===== config.mk =====
export PLATFORM = sky130hd
export DESIGN_NAME = risc_toy_mem_arbiter
export DESIGN_NICKNAME = d
export VERILOG_FILES = /design/src/rtl/risc_toy_mem_arbiter.sv
export SDC_FILE = /design/constraint.sdc
export NUM_CORES = 1
export LEC_CHECK = 0
export CAP_MARGIN = 20
export CORE_ASPECT_RATIO = 0.5
export CORE_MARGIN = 1
export CORE_UTILIZATION = 18
export DETAILED_ROUTE_END_ITERATION = 6
export PLACE_DENSITY = 0.77
export SLEW_MARGIN = 0
export SYNTH_ARGS = -nofsm -noshare
export SYNTH_HDL_FRONTEND = slang
export SYNTH_SLANG_ARGS = --single-unit

===== constraint.sdc =====
create_clock -name CLK -period 1.4 [get_ports CLK]
set_clock_uncertainty 0.15 [all_clocks]
set_input_delay 0.28 -clock CLK [delete_from_list [all_inputs] [get_ports CLK]]
set_output_delay 0.28 -clock CLK [all_outputs]
set_load 0.02 [all_outputs]

===== src/rtl/risc_toy_mem_arbiter.sv =====
// Arbitrates the RISC_TOY fetch and data ports onto one single-port memory,
// tagging reads so returned data is steered back to the requesting port.
module risc_toy_mem_arbiter #(
  parameter int AW       = 30,
  parameter int DW       = 32,
  parameter int RD_LAT   = 2,
  parameter int MAX_WAIT = 3
) (
  input  logic          CLK,
  input  logic          RSTN,
  input  logic          I_REQ,
  input  logic [AW-1:0] I_ADDR,
  output logic          I_GNT,
  output logic          I_RVALID,
  output logic [DW-1:0] I_RDATA,
  input  logic          D_REQ,
  input  logic          D_RW,
  input  logic [AW-1:0] D_ADDR,
  input  logic [DW-1:0] D_WDATA,
  output logic          D_GNT,
  output logic          D_RVALID,
  output logic [DW-1:0] D_RDATA,
  output logic          M_REQ,
  output logic          M_RW,
  output logic [AW-1:0] M_ADDR,
  output logic [DW-1:0] M_WDATA,
  input  logic [DW-1:0] M_RDATA
);

  typedef enum logic {PRIO_D, PRIO_I} prio_t;

  localparam logic [3:0] MAXW = 4'(MAX_WAIT);

  prio_t             state;
  logic [3:0]        i_wait;
  logic [3:0]        i_wait_nxt;
  logic              d_win;
  logic              i_win;
  logic [RD_LAT-1:0] tag_v;
  logic [RD_LAT-1:0] tag_o;
  logic              out_v;
  logic              out_o;

  // Grants are gated by RSTN so nothing reaches the memory while in reset.
  always_comb begin
    d_win = RSTN & D_REQ & ((state == PRIO_D) | ~I_REQ);
    i_win = RSTN & I_REQ & ~d_win;
  end

  always_comb begin
    if (!I_REQ || i_win)
      i_wait_nxt = '0;
    else if (i_wait == MAXW)
      i_wait_nxt = i_wait;
    else
      i_wait_nxt = i_wait + 4'd1;
  end

  assign I_GNT   = i_win;
  assign D_GNT   = d_win;
  assign M_REQ   = i_win | d_win;
  assign M_RW    = d_win & D_RW;
  assign M_ADDR  = d_win ? D_ADDR : (i_win ? I_ADDR : '0);
  assign M_WDATA = d_win ? D_WDATA : '0;

  always_ff @(posedge CLK or negedge RSTN) begin
    if (!RSTN) begin
      state  <= PRIO_D;
      i_wait <= '0;
      tag_v  <= '0;
      tag_o  <= '0;
    end else begin
      i_wait <= i_wait_nxt;
      case (state)
        PRIO_D: if (i_wait_nxt == MAXW) state <= PRIO_I;
        PRIO_I: if (i_win || !I_REQ) state <= PRIO_D;
        default: state <= PRIO_D;
      endcase
      tag_v[0] <= M_REQ & ~M_RW;
      tag_o[0] <= d_win;
      for (int unsigned i = 1; i < RD_LAT; i++) begin
        tag_v[i] <= tag_v[i-1];
        tag_o[i] <= tag_o[i-1];
      end
    end
  end

  assign out_v    = tag_v[RD_LAT-1];
  assign out_o    = tag_o[RD_LAT-1];
  assign D_RVALID = out_v & out_o;
  assign I_RVALID = out_v & ~out_o;
  assign D_RDATA  = D_RVALID ? M_RDATA : '0;
  assign I_RDATA  = I_RVALID ? M_RDATA : '0;

endmodule

==> key figures, run 1 <==
Timing
  • RSZ-0062 raised after global routing: true
  • Fmax: 506.6 MHz
  • Post-route minimum period: 1.974 ns
  • Setup ws final: -0.5740 ns
  • Final Max Slew Viols: 0
  • Final Setup Violations: 135
  • Worst Tran Pin Value: 0.4409 ns
  • Worst slew margin: a little over two thirds
  • Period utilization: 141.0%
  • Final hold violation count: 0
  • Hold WS: 0.1948 ns

Placed design
  • Placer Congestion: 0.7481
  • Pre-CTS WS: -1.267 ns
  • Placed Area: between 4000 and 5000 um^2
  • Final HPWL DP: 7330 um
  • I/O Buffers: 260

Run status
  • Status: complete, but fails checks
  • Violated checks: setup timing

Floorplan
  • Die Y: 64.48 um
  • Total die area: about 8000 um^2
  • Die W: roughly 130 um
  • Initial Util: 18.91%
  • Core Area: 7432 um^2
  • I/O pins: about 260
  • Core Rows: 22

CTS
  • Clock-pin slew on the worst setup and hold paths: roughly 0.040 ns
  • Clk Latency, worst-skew pair: about 0.23 ns
  • CTS Root Cell: clkbuf_16
  • CTS tree: built
  • Clock tree buffer depth: 2
  • Total CTS buffers: 3
  • Clock sink count: 9
  • H-tree level count: 1

GRT
  • Total gr overflow: 0
  • Largest net degree at the start of global routing: 23
  • All-Layer GR Usage: 25.66%
  • Initial antenna violation count: 0
  • First-pass GRT wire length: 16170 um
  • Vias in the first global route: 2864

Critical path
  • Critical Path Fanout Max: 7
  • Worst reg2reg setup slack: -0.06 ns
  • Setup crit start kind: flip-flop
  • Endpoint of the worst register-to-register path: state$_DFF_PN0_
  • Critical path endpoint category: primary output
  • Worst path arrival time: 1.54 ns
  • R2r worst-path depth: 4
  • CP Class: reg2out
  • R2R Path Start: i_wait[0]$_DFF_PN0_
  • WP data required: 0.97 ns

Route
  • WL per Instance: 19.90 um
  • Vias: 2776
  • Vias per cell: 4.634
  • Iteration count of the initial detailed-routing pass: 4
  • Final ANT Viol Nets: 0
  • Drt drc: 0
  • Initial DRC count: 87
  • Routed wire length: roughly 12000 um

Layout
  • Ant. Diodes: 0
  • Area of the multi-input gates: 1728 um^2
  • Net count, final: 634
  • Share of layout cells above drive strength 1: 69.58%
  • Register area: about 230 um^2
  • Fill cells: 446
  • Area grow syn2layout: 326.2%
  • Design Area, Final: 5988 um^2

Flow run
  • Maxcap violations: 0

Power
  • Pwr Density: 483.3 nW/um^2
  • P_leak: 2.781 nW
  • VDD IR-drop max: 377.0 uV
  • Tot Pwr: roughly 0.0029 W

Synth
  • Flops & latches, synth: 9
  • Netlist cell types: 26
  • Post-synthesis cell count: 185
  • Syn_nets: 315
  • Synth area leader: and2_1
  • Top cell type's share of synthesized area: 29.39%
  • Yosys warning total: 0
  • Sequential cell area fraction in the yosys report: between 10% and 20%
  • Mean Syn Cell Area: approximately 7.6 um^2
  • Mapped cell area: around 1400 um^2
  • Largest cells by area after synthesis: and2_1, a22o_1, dfrtp_1

Worst hold path
  • Min-delay worst type: reg2reg
  • Worst hold start: tag_v[0]$_DFF_PN0_
  • Cells on Worst Hold Path: 0
  • WHS Endpoint: tag_v[1]$_DFF_PN0_
==> routing by layer <==
| metal | share of wire [%] | vias to the layer above | global-route usage [%] |
|---|---|---|---|
| li1 | - | 1299 | - |
| met1 | 43 | 1371 | 33.10 |
| met2 | 53 | 100 | 47.18 |
| met3 | 3.8 | 6 | 2.973 |
| met4 | 0.51 | 0 | 3.571 |
| met5 | 0 | - | 0 |
==> Yosys cell counts <==
cell	number
a21boi_1	1
a21oi_1	2
a22o_1	30
and2_1	66
and3_1	32
buf_2	7
buf_4	5
clkbuf_1	7
dfrtp_1	9
ha_1	1
inv_1	1
mux2i_1	1
nand2_1	1
nand2b_1	1
nand3_1	2
nand3b_1	2
nor2_1	5
nor2b_1	2
nor3b_1	1
nor3b_2	1
nor3b_4	1
o21a_1	1
o21ai_0	1
o21ai_1	1
o31ai_2	1
xor2_1	3
==> worst max path at each step <==
stage	startpoint	end	slack [ns]
after floorplan	state$_DFF_PN0_	M_ADDR[20]	-0.12
after global placement	I_REQ	M_ADDR[9]	-1.20
after detailed placement	I_REQ	M_ADDR[9]	-1.27
after CTS	state$_DFF_PN0_	M_ADDR[24]	-0.57
after global routing	state$_DFF_PN0_	M_ADDR[9]	-0.61
final	state$_DFF_PN0_	M_ADDR[9]	-0.57
==> power by group <==
group	internal (W)	switching [W]	leakage, nW
clock	0.000381	0.000129	0.0382
sequential	0.000279	0.0000184	0.117
combinational	0.00128	0.000802	2.63
total	0.00194	0.000950	2.78
==> worst max-delay path: stages (launching register included) <==
cell	delay, ns
dfrtp_2	0.44
nor2b_4	0.18
nor3b_4	0.07
buf_6	0.14
buf_16	0.14
a22o_4	0.21
buf_6	0.13
==> cell families (layout without fill, tap and decap cells) <==
group | count (synthesis) | in the layout | share of synthesized area [%]
AND/OR/NAND/NOR | 114 | 114 | 51.11
adder cells (fa/ha/maj) | 1 | 1 | 0.8903
AO/OA/AOI/OAI | 37 | 37 | 22.08
multiplexers | 1 | 1 | 0.7124
XOR/XNOR | 3 | 3 | 1.870
buffers and inverters | 20 | 338 | 7.302
flip-flops | 9 | 9 | 16.03
==> layout by cell type, fill, tap and decap left out, types with 2 or more instances in the layout <==
cell type	Yosys	layout
nor3b_4	1	2
nand3b_1	2	2
xor2_1	3	3
clkbuf_16	0	8
buf_4	5	12
buf_12	0	10
buf_8	0	6
buf_6	0	164
nor2_1	5	4
dfrtp_1	9	8
and3_4	0	32
buf_16	0	7
nor2b_4	0	2
nand3_1	2	2
a22o_4	0	29
clkdlybuf4s50_1	0	125
and2_4	0	66
==> registers in the layout, summed over array words and instances, names as in the netlist <==
register,flops
tag_v,2
i_wait,4
tag_o,2
state,1
==> timing repair <==
| item | 4_1_cts | 5_1_grt |
|---|---|---|
| endpoints found under the setup margin | 138 | 137 |
| buffers inserted | 33 | 8 |
| hold buffers | 1 | 0 |
| cloned | 12 | 7 |
| pin swaps | 24 | 27 |
| gates resized for setup | 882 | 58 |
| hold endpoints to repair | 9 | 0 |
==> stage by stage <==
| step | utilization [%] | setup TNS, ns | std cells |
|---|---|---|---|
| final | 80.57 | -55.81 | 599 |
| after CTS | 76.53 | -56.95 | 590 |
| after floorplan | - | -5.435 | 185 |
| after global routing | 80.57 | -59.99 | 599 |
| after detailed placement | 61.83 | -113.67 | 540 |
| after global placement | 61.83 | -110.86 | 540 |
==> cell type report <==
type	count	area share, %
clock buffers	4	1.316
inverters	1	0.06268
well taps	96	2.006
multi-input cells	156	28.86
repair buffers	333	63.98
flip-flops and latches	9	3.782
(Power assumes the default switching activity.)
==> inputs of run 2 (changes only) <==
--- a/config.mk
+++ b/config.mk
@@ -9,6 +9,7 @@
 export CORE_ASPECT_RATIO = 0.5
 export CORE_MARGIN = 1
 export CORE_UTILIZATION = 18
+export CTS_CLUSTER_SIZE = 25
 export DETAILED_ROUTE_END_ITERATION = 6
 export PLACE_DENSITY = 0.77
 export SLEW_MARGIN = 0
==> results of run 2 <==
The final DEF is identical to that of run 1; final timing and power are the same.
==> inputs of run 3 (changes only) <==
--- a/config.mk
+++ b/config.mk
@@ -6,12 +6,14 @@
 export NUM_CORES = 1
 export LEC_CHECK = 0
 export CAP_MARGIN = 20
+export CELL_PAD_IN_SITES_DETAIL_PLACEMENT = 0
+export CELL_PAD_IN_SITES_GLOBAL_PLACEMENT = 1
 export CORE_ASPECT_RATIO = 0.5
 export CORE_MARGIN = 1
-export CORE_UTILIZATION = 18
+export CORE_UTILIZATION = 10
 export CTS_CLUSTER_SIZE = 25
 export DETAILED_ROUTE_END_ITERATION = 6
-export PLACE_DENSITY = 0.77
+export PLACE_DENSITY_LB_ADDON = 0.1
 export SLEW_MARGIN = 0
 export SYNTH_ARGS = -nofsm -noshare
 export SYNTH_HDL_FRONTEND = slang
==> key figures, run 3 (synthesis gave the netlist of run 1 again) <==
Route
  • Initial DRC count: 38 (-56%)
  • Drt drc: 0 (unchanged)
  • Routed wire length: 10410 um (-13%)
  • Final ANT Viol Nets: 0 (unchanged)
  • WL per Instance: 15.18 um (-24%)
  • Vias per cell: 3.879 (-16%)
  • Vias: 2661 (-4.1%)
  • Iteration count of the initial detailed-routing pass: 4 (unchanged)

Run status
  • Status: complete, but fails checks
  • Violated checks: setup timing

Power
  • Gate power share: 70.9% (-1.2 points)
  • Sw frac: 31.89% (-0.92 points)
  • Psw: 0.0008734 W (-8.0%)
  • Pwr Density: 472.1 nW/um^2 (-2.3%)
  • Reg power frac: 10.9% (+0.6 points)
  • VDD IR-drop max: 339.6 uV (-9.9%)
  • Tot Pwr: 0.002739 W (-5.4%)
  • Power Internal: 0.001865 W (-4.1%)
  • P_leak: 2.681 nW (-3.6%)
  • Clock network power share: 18.2% (+0.6 points)

Layout
  • Fill cells: 1287 (+190%)
  • Biggest regs: i_wait: 4 flops, tag_o: 2 flops, tag_v: 2 flops
  • Commonest non-fill, non-tap cell in the layout: clkdlybuf4s50_1
  • Max reg flops: 4 (unchanged)
  • Utilization after layout: 42.58% (-38 points)
  • Post-layout instance count excluding filler cells: 686 (+15%)
  • Largest Register: i_wait
  • Ant. Diodes: 0 (unchanged)
  • Net count, final: 625 (-1.4%)
  • Share of layout cells above drive strength 1: 68.62% (-0.96 points)
  • Area grow syn2layout: 312.9%
  • Most frequent cells in the layout: clkdlybuf4s50_1, buf_6, and2_4, buf_4, and3_4

CTS
  • CTS Root Cell: clkbuf_16
  • H-tree level count: 1 (unchanged)
  • Total CTS buffers: 3 (unchanged)
  • Clock tree buffer depth: 2 (unchanged)
  • Clk Latency, worst-skew pair: 0.23 ns (about the same)
  • CTS tree: built
  • Clock-pin slew on the worst setup and hold paths: 0.04 ns (about the same)
  • Clock sink count: 9 (unchanged)

Critical path
  • R2R Path Start: i_wait[0]$_DFF_PN0_
  • Critical Path Fanout Max: 8 (+1)
  • WP data required: 0.97 ns (about the same)
  • Slowest CP cell: dfrtp_2
  • Setup crit start kind: flip-flop
  • Critical path endpoint category: primary output
  • CP Class: reg2out
  • Crit path launch: state$_DFF_PN0_
  • Worst path arrival time: 1.54 ns (about the same)
  • Max incr delay on CP: 0.44 ns (about the same)
  • Worst path cell trace: nor2b_4 > nor3b_4 > buf_4 > clkbuf_16 > a22o_4 > buf_6

Floorplan
  • I/O pins: 261 (unchanged)
  • Core Area: 13630 um^2 (+83%)
  • Initial Util: 10.31% (-8.6 points)
  • Die Y: 85.82 um (+33%)
  • Die W: 169.6 um (+34%)
  • Core Rows: 30 (+36%)
  • Total die area: 14560 um^2 (+78%)

Timing
  • Final Max Slew Viols: 0 (unchanged)
  • Period utilization: 140.6% (-0.43 points)
  • Post-route minimum period: 1.968 ns (-0.006076 ns)
  • Final Setup Violations: 133 (-1.5%)
  • Setup ws final: -0.5679 ns (+0.006076 ns)
  • Setup TNS: -53.42 ns (+2.392 ns)
  • RSZ-0062 raised after global routing: true
  • Worst slew margin: 79.75% (+9.3 points)
  • Final hold violation count: 0 (unchanged)
  • Worst Tran Pin Value: 0.3017 ns (-0.1392 ns)
  • Fmax: 508.1 MHz (+0.31%)

Placed design
  • Dpl cells: 638 (+18%)
  • Placer Congestion: 0.6941 (-7.2%)
  • I/O Buffers: 260 (unchanged)
  • Final HPWL DP: 6990 um (-4.6%)

GRT
  • Vias in the first global route: 2841 (-0.80%)
  • First-pass GRT wire length: 15460 um (-4.4%)
  • Total gr overflow: 0 (unchanged)
  • Largest net degree at the start of global routing: 18 (-22%)
  • All-Layer GR Usage: 13.51% (-12 points)
  • Initial antenna violation count: 0 (unchanged)

Worst hold path
  • Min-delay worst type: reg2reg
  • Worst hold start: tag_v[0]$_DFF_PN0_

Flow run
  • Maxcap violations: 0 (unchanged)
-- run 3: cell types whose count changed in the layout (fill, tap and decap cells not counted), moves of 5 or more --
cell | before | now
and2_4 | 66 | 61
buf_16 | 7 | 12
buf_6 | 164 | 122
buf_12 | 10 | 5
buf_2 | 0 | 8
buf_8 | 6 | 1
and2_2 | 0 | 5
buf_4 | 12 | 46
-- run 3: final timing paths --
path | cells past startpoint | end | slack, ns
worst max-delay path | 6 | M_ADDR[18] | -0.57
worst min-delay path | 0 | tag_v[1]$_DFF_PN0_ | 0.19
worst max register to register | 4 | state$_DFF_PN0_ | -0.04
worst min register to register | 0 | tag_v[1]$_DFF_PN0_ | 0.19
max in group asynchronous | 3 | state$_DFF_PN0_ | 0.41
min in group asynchronous | 3 | i_wait[3]$_DFF_PN0_ | 0.55
-- run 3: area by class of cell --
| class | count | area (um^2) | share of cell area, % |
|---|---|---|---|
| clock buffers | 4 | 78.83 | 1.359 |
| well taps | 192 | 240.2 | 4.141 |
| flip-flops and latches | 9 | 226.5 | 3.903 |
| multi-input cells | 156 | 1712 | 29.50 |
| inverters | 1 | 3.754 | 0.06470 |
| repair buffers | 324 | 3541 | 61.03 |
-- run 3: worst max-delay path: cells and delay by family (launching register included) --
| kind | cells | cell delay (ns) |
|---|---|---|
| AOI/OAI and AO/OA | 1 | 0.22 |
| buffers and inverters | 3 | 0.43 |
| DFF | 1 | 0.44 |
| and+or+nand+nor | 2 | 0.22 |
-- run 3: power by group through the flow --
stage / Clock, W / Combinational (W) / Sequential (W)
2_1_floorplan: 0 / 0.000669 / 0.000300
3_3_place_gp: 0 / 0.00150 / 0.000299
3_5_place_dp: 0 / 0.00151 / 0.000300
4_1_cts: 0.000509 / 0.00190 / 0.000298
5_1_grt: 0.000528 / 0.00205 / 0.000301
6_report: 0.000499 / 0.00194 / 0.000298
-- run 3: timing repair --
item                                    in CTS  in global routing
gates cloned                                13                  1
pin swaps                                   20                 15
hold endpoints to repair                     4                  0
hold buffers                                 1                  0
resized for setup                          837                 37
endpoints found under the setup margin     138                136
buffers inserted                            26                  6
-- run 3: per-stage QoR --
stage | hold slack [ns] | worst slack [ns] | area, um^2
6_report | 0.1940 | -0.5679 | 5802
3_5_place_dp | 0.1847 | -1.199 | 4731
2_1_floorplan | -0.1656 | -0.1165 | 1847
5_1_grt | 0.1987 | -0.6342 | 5802
3_3_place_gp | 0.1835 | -1.221 | 4731
4_1_cts | 0.1929 | -0.6070 | 5644
-- run 3: routing by layer --
layer  vias up  GRT usage [%]  part of all wire, %
li1       1279              -                    -
met1      1247          14.57                   37
met2       125          27.31                   55
met3        10          2.538                  7.1
met4         0          2.785                  1.2
met5         -              0                    0
